==> config.mk <==
export PLATFORM = sky130hd
export DESIGN_NAME = divider_request_arbiter
export DESIGN_NICKNAME = d
export VERILOG_FILES = /design/src/rtl/div_arb_pkg.sv /design/src/rtl/divider_request_arbiter_rr_arbiter.sv /design/src/rtl/divider_request_arbiter.sv
export SDC_FILE = /design/constraint.sdc
export NUM_CORES = 1
export LEC_CHECK = 0
export ABC_CLOCK_PERIOD_IN_PS = 7300
export BUFFER_PORTS_ARGS = -buffer_cell sky130_fd_sc_hd__buf_4
export CORE_ASPECT_RATIO = 2
export CORE_UTILIZATION = 49
export CTS_CLUSTER_SIZE = 28
export DETAILED_ROUTE_END_ITERATION = 8
export PLACE_DENSITY = 0.9
export SLEW_MARGIN = 20
export SYNTH_ARGS = -nofsm -noshare
export SYNTH_HDL_FRONTEND = slang
export SYNTH_HIERARCHICAL = 1
export SYNTH_SLANG_ARGS = --single-unit
==> constraint.sdc <==
create_clock -name clk -period 7.3 [get_ports clk]
set_clock_uncertainty 0.15 [all_clocks]
set_input_delay 0.73 -clock clk [delete_from_list [all_inputs] [get_ports clk]]
set_output_delay 0.73 -clock clk [all_outputs]
set_load 0.02 [all_outputs]
==> src/rtl/div_arb_pkg.sv <==
// div_arb_pkg: state encoding and default sizing shared by the divider request arbiter.
package div_arb_pkg;
  typedef enum logic [1:0] {IDLE, ISSUE, WAIT, RESP} state_e;
  localparam int DEF_NUM_REQ = 4;
  localparam int DEF_WIDTH   = 8;
endpackage

==> src/rtl/divider_request_arbiter_rr_arbiter.sv <==
// rr_arbiter: combinational round-robin one-hot grant, search starts at ptr_i.
module rr_arbiter #(
  parameter int N = 4
) (
  input  logic [N-1:0]         req_i,
  input  logic [$clog2(N)-1:0] ptr_i,
  output logic [N-1:0]         gnt_o,
  output logic [$clog2(N)-1:0] idx_o,
  output logic                 any_o
);
  localparam int IW = $clog2(N);
  logic [IW-1:0] j;
  // Walk offsets from farthest to nearest so the requester closest to ptr wins.
  always_comb begin
    gnt_o = '0;
    idx_o = '0;
    j = '0;
    for (int k = N - 1; k >= 0; k--) begin
      j = IW'((int'(ptr_i) + k) % N);
      if (req_i[j]) begin
        gnt_o = '0;
        gnt_o[j] = 1'b1;
        idx_o = j;
      end
    end
  end
  assign any_o = |req_i;
endmodule

==> src/rtl/divider_request_arbiter.sv <==
// divider_request_arbiter: shares one divider among NUM_REQ requesters, one op in flight.
// DIV_ZERO_BYPASS_EN: answer divisor-0 requests directly (all-ones quotient, dbz set).
module divider_request_arbiter
  import div_arb_pkg::*;
#(
  parameter int NUM_REQ = DEF_NUM_REQ,
  parameter int WIDTH   = DEF_WIDTH
) (
  input  logic                       clk,
  input  logic                       rst,
  input  logic [NUM_REQ-1:0]         req_valid,
  input  logic [NUM_REQ*WIDTH-1:0]   req_dividend,
  input  logic [NUM_REQ*WIDTH-1:0]   req_divisor,
  output logic [NUM_REQ-1:0]         req_ready,
  output logic                       div_start,
  output logic [WIDTH-1:0]           div_dividend,
  output logic [WIDTH-1:0]           div_divisor,
  input  logic                       div_done,
  input  logic [WIDTH-1:0]           div_quotient,
  input  logic [WIDTH-1:0]           div_remainder,
  output logic                       rsp_valid,
  input  logic                       rsp_ready,
  output logic [$clog2(NUM_REQ)-1:0] rsp_id,
  output logic [WIDTH-1:0]           rsp_quotient,
  output logic [WIDTH-1:0]           rsp_remainder,
  output logic                       rsp_dbz
);
  localparam int IDW = $clog2(NUM_REQ);
  state_e state_q, state_d;
  logic [IDW-1:0] ptr_q, ptr_d, id_q, id_d, gnt_idx;
  logic [WIDTH-1:0] dvd_q, dvd_d, dvs_q, dvs_d, quo_q, quo_d, rem_q, rem_d;
  logic [WIDTH-1:0] lane_dvd, lane_dvs;
  logic [NUM_REQ-1:0] gnt;
  logic any_req;
  rr_arbiter #(.N(NUM_REQ)) u_rr (
    .req_i (req_valid),
    .ptr_i (ptr_q),
    .gnt_o (gnt),
    .idx_o (gnt_idx),
    .any_o (any_req)
  );
  assign lane_dvd = req_dividend[gnt_idx*WIDTH +: WIDTH];
  assign lane_dvs = req_divisor[gnt_idx*WIDTH +: WIDTH];
`ifdef DIV_ZERO_BYPASS_EN
  logic dbz_q, dbz_d;
`endif
  always_comb begin
    state_d = state_q;
    ptr_d = ptr_q;
    id_d = id_q;
    dvd_d = dvd_q;
    dvs_d = dvs_q;
    quo_d = quo_q;
    rem_d = rem_q;
`ifdef DIV_ZERO_BYPASS_EN
    dbz_d = dbz_q;
`endif
    case (state_q)
      IDLE: if (any_req) begin
        id_d = gnt_idx;
        dvd_d = lane_dvd;
        dvs_d = lane_dvs;
        state_d = ISSUE;
`ifdef DIV_ZERO_BYPASS_EN
        dbz_d = 1'b0;
        if (lane_dvs == '0) begin
          state_d = RESP;
          quo_d = '1;
          rem_d = lane_dvd;
          dbz_d = 1'b1;
        end
`endif
      end
      ISSUE: state_d = WAIT;
      WAIT: if (div_done) begin
        quo_d = div_quotient;
        rem_d = div_remainder;
        state_d = RESP;
      end
      RESP: if (rsp_ready) begin
        ptr_d = (id_q == IDW'(NUM_REQ - 1)) ? '0 : id_q + IDW'(1);
        state_d = IDLE;
      end
    endcase
  end
  always_ff @(posedge clk or posedge rst) begin
    if (rst) begin
      state_q <= IDLE;
      ptr_q <= '0;
      id_q <= '0;
      dvd_q <= '0;
      dvs_q <= '0;
      quo_q <= '0;
      rem_q <= '0;
`ifdef DIV_ZERO_BYPASS_EN
      dbz_q <= 1'b0;
`endif
    end else begin
      state_q <= state_d;
      ptr_q <= ptr_d;
      id_q <= id_d;
      dvd_q <= dvd_d;
      dvs_q <= dvs_d;
      quo_q <= quo_d;
      rem_q <= rem_d;
`ifdef DIV_ZERO_BYPASS_EN
      dbz_q <= dbz_d;
`endif
    end
  end
  assign req_ready = (state_q == IDLE && !rst) ? gnt : '0;
  assign div_start = state_q == ISSUE;
  assign div_dividend = dvd_q;
  assign div_divisor = dvs_q;
  assign rsp_valid = state_q == RESP;
  assign rsp_id = id_q;
  assign rsp_quotient = quo_q;
  assign rsp_remainder = rem_q;
`ifdef DIV_ZERO_BYPASS_EN
  assign rsp_dbz = dbz_q;
`else
  assign rsp_dbz = 1'b0;
`endif
endmodule

==> summary.md <==
| Metric | Value |
|---|---|
| Hold_sp | `div_dividend[6]$_DFFE_PP0P_` |
| Post-synth net total | `325` |
| Pins Over Slew Limit | `0` |
| Die Height | `102 um` |
| Pwr Density | `450 nW/um^2` |
| Register area share after synthesis | `39.0%` |
| Vias after detailed routing | `2337` |
| Number of synthesized flops with an enable pin | `0` |
| GRT Residual Overflow | `0` |
| Longest Clk Path Bufs | `2` |
| CTS Buf Count | `5` |
| Ratio of cells with drive above 1 in the final layout | `47.6%` |
| CTS tree | `yes` |
| CTS sink count | `38` |
| Fin util | `73.8%` |
| Initial antenna violation count | `0` |
| Routed wire length on met2 | `4060 um` |
| Worst EP required | `6.42 ns` |
| Commonest non-fill, non-tap cell in the layout | `buf_4` |
| Unrepaired setup endpoints after global routing | `false` |
| I/O Pins | `129` |
| Routability Congestion | `0.885` |
| Status | `finished, final reports clean` |
| Final worst path period share | `56.7%` |
| Initial core utilization | `50.6%` |
| RR Startpoint | `ptr_q[0]$_DFFE_PP0P_` |
| Post-route ant nets | `0` |
| DRC Markers | `0` |
| Antenna diodes | `0` |
| Distinct cell type count after synthesis | `44` |
| Largest area contributor in the netlist | `dfrtp_1` |
| WL per Instance | `17.4 um` |
| Crit-path max FO | `14` |
| Die X | `51.9 um` |
| Worst-margin pin slew | `0.713 ns` |
| Worst Hold End | `div_dividend[6]$_DFFE_PP0P_` |
| Clock Latency Late Sink | `0.30 ns` |
| Uppermost layer routed | `met4` |
| Cts hold-fix bufs | `0` |
| Clock Pin Slew Worst Setup and Hold Paths | `0.07 ns` |
| First-pass GRT wire length | `10600 um` |
| Post-CTS sizing | `0` |
| Critical R2R Capture | `div_divisor[3]$_DFFE_PP0P_` |
| Most frequent cells in the layout | `buf_4 (128), dfrtp_1 (38), mux2i_1 (36)` |
| DRT Pass-1 Iters | `4` |
| Worst vdd ir | `0.333 mV` |
| Crit Path Class | `register to primary output` |
| Synth top area share | `39.0%` |
| Fin nets | `449` |
| Routed WL | `7030 um` |
| FF-to-FF path depth | `8` |
| WL met3 | `285 um` |
| Avg Cell Area, Syn | `10.9 um^2` |
| CTS H-tree lvls | `2` |
| DR iter-0 viols | `54` |
| Synth warn | `6` |
| Hold Path Class | `register to register` |
| Cell count of the worst hold path | `2` |
| Max_slew headroom | `52.4%` |
| Lkg Pwr | `1.79 nW` |
| Area Overhead vs Synth | `45.8%` |
| Worst setup SP type | `register` |
| Hpwl dp | `5330 um` |
| Fill count | `325` |
| Post-Synthesis Cells | `223` |
| Data arrival, critical path | `3.26 ns` |
| Max cap viols | `0` |
| Fmax | `242 MHz` |
| Syn Std Cell Area | `2440 um^2` |
| Core area | `4820 um^2` |
| Port-buffer cells | `127` |
| Final Hold Fails | `0` |
| R2r setup slk | `3.86 ns` |
| Main synth FF type | `dfrtp_1` |
| Via/cell ratio | `5.78` |
| Number of synthesized register bits | `38` |
| Root Driver | `clkbuf_8` |
| Pin count of the biggest net entering global routing | `39` |
| Crit path capture type | `primary output` |
| Post-CTS Setup Bufs | `0` |
| Top cells by area, synth | `dfrtp_1 (39%), mux2i_1 (15%), mux2_2 (9.7%), ha_1 (7.2%), o221ai_1 (5.7%)` |
| Area of the die | `5280 um^2` |
| Fin crit period | `4.14 ns` |
| Post-synth ARST share | `100%` |
| WL met1 | `2400 um` |
| All-Layer GR Usage | `27.5%` |
| Vias in the first global route | `2345` |
| Setup violators final | `0` |
| Setup TNS Final | `0 ns` |
| Rows | `36` |
## worst max-delay path by stage
stage / startpoint / slack, ns / depth (start not counted) / end
2_1_floorplan: ptr_q[1]$_DFFE_PP0P_ / 3.97 / 8 / req_ready[1]
3_3_place_gp: ptr_q[0]$_DFFE_PP0P_ / 3.65 / 8 / req_ready[1]
3_5_place_dp: ptr_q[0]$_DFFE_PP0P_ / 3.53 / 8 / req_ready[1]
4_1_cts: ptr_q[0]$_DFFE_PP0P_ / 3.21 / 8 / req_ready[1]
5_1_grt: ptr_q[0]$_DFFE_PP0P_ / 2.94 / 8 / req_ready[1]
6_report: ptr_q[0]$_DFFE_PP0P_ / 3.16 / 8 / req_ready[1]
## report_power, final
part           internal, mW  total (mW)  switching (mW)
combinational         0.476        1.01           0.536
clock                 0.109       0.185          0.0755
sequential            0.319       0.405          0.0859
## synth_stat cells, types with 2 or more instances
| master | number |
|---|---|
| dfrtp_1 | 38 |
| mux2i_1 | 36 |
| nand2_1 | 23 |
| mux2_2 | 21 |
| o221ai_1 | 16 |
| ha_1 | 14 |
| inv_1 | 8 |
| buf_2 | 6 |
| nor2_1 | 6 |
| nand4_1 | 5 |
| and2_1 | 4 |
| a21oi_1 | 3 |
| a22oi_1 | 3 |
| a31oi_1 | 3 |
| nand3_1 | 3 |
| a21o_1 | 2 |
| buf_6 | 2 |
| clkbuf_1 | 2 |
| nor2b_1 | 2 |
| o21ai_0 | 2 |
## critical path, cell delays in order (launching register included)
cell	delay (ns)
dfrtp_1	0.71
inv_1	0.25
ha_1	0.49
mux4_2	0.45
or4_1	0.55
a21o_1	0.18
o211ai_1	0.07
and2_1	0.14
buf_4	0.13
## cell families (layout without fill, tap and decap cells)
logic type                 after synthesis  count (layout)  synth area share [%]
AOI/OAI and AO/OA                       37              37                  11.8
adders and majority gates               14              14                  7.18
buffers and inverters                   21             145                  4.36
DFF                                     38              38                  39.0
muxes                                   60              60                  26.9
other                                    1               1                 0.154
and+or+nand+nor                         52              52                  10.6
## per-stage QoR
stage	power [mW]	area [um^2]	hold slack (ns)	worst slack, ns	instances
floorplan	1.07	2440	0.362	3.97	223
global placement	1.35	3420	0.322	3.65	396
detailed placement	1.39	3420	0.328	3.53	396
CTS	1.58	3530	0.350	3.21	403
global route	1.70	3560	0.371	2.94	404
finish	1.60	3560	0.349	3.16	404
## final cells by class
cell class	instances	area [um^2]	area share [%]
multi-input combinational	164	1400	39.4
timing repair buffer	129	988	27.8
sequential	38	951	26.7
clock buffer	6	82.6	2.32
tap	57	71.3	2.00
inverter	9	33.8	0.949
clock inverter	1	30.0	0.844
## metal layers
layer / track usage [%] / up-vias
met4: 16.8 / 0
met2: 50.8 / 90
met1: 27.2 / 1153
met5: 0 / -
met3: 4.35 / 20
li1: - / 1074
## registers in the layout, summed over array words and instances (netlist names)
name / cells
div_divisor: 8
rsp_id: 2
state_q: 2
ptr_q: 2
rsp_quotient: 8
rsp_remainder: 8
div_dividend: 8
Note: power is estimated with default switching activity, not from simulation.
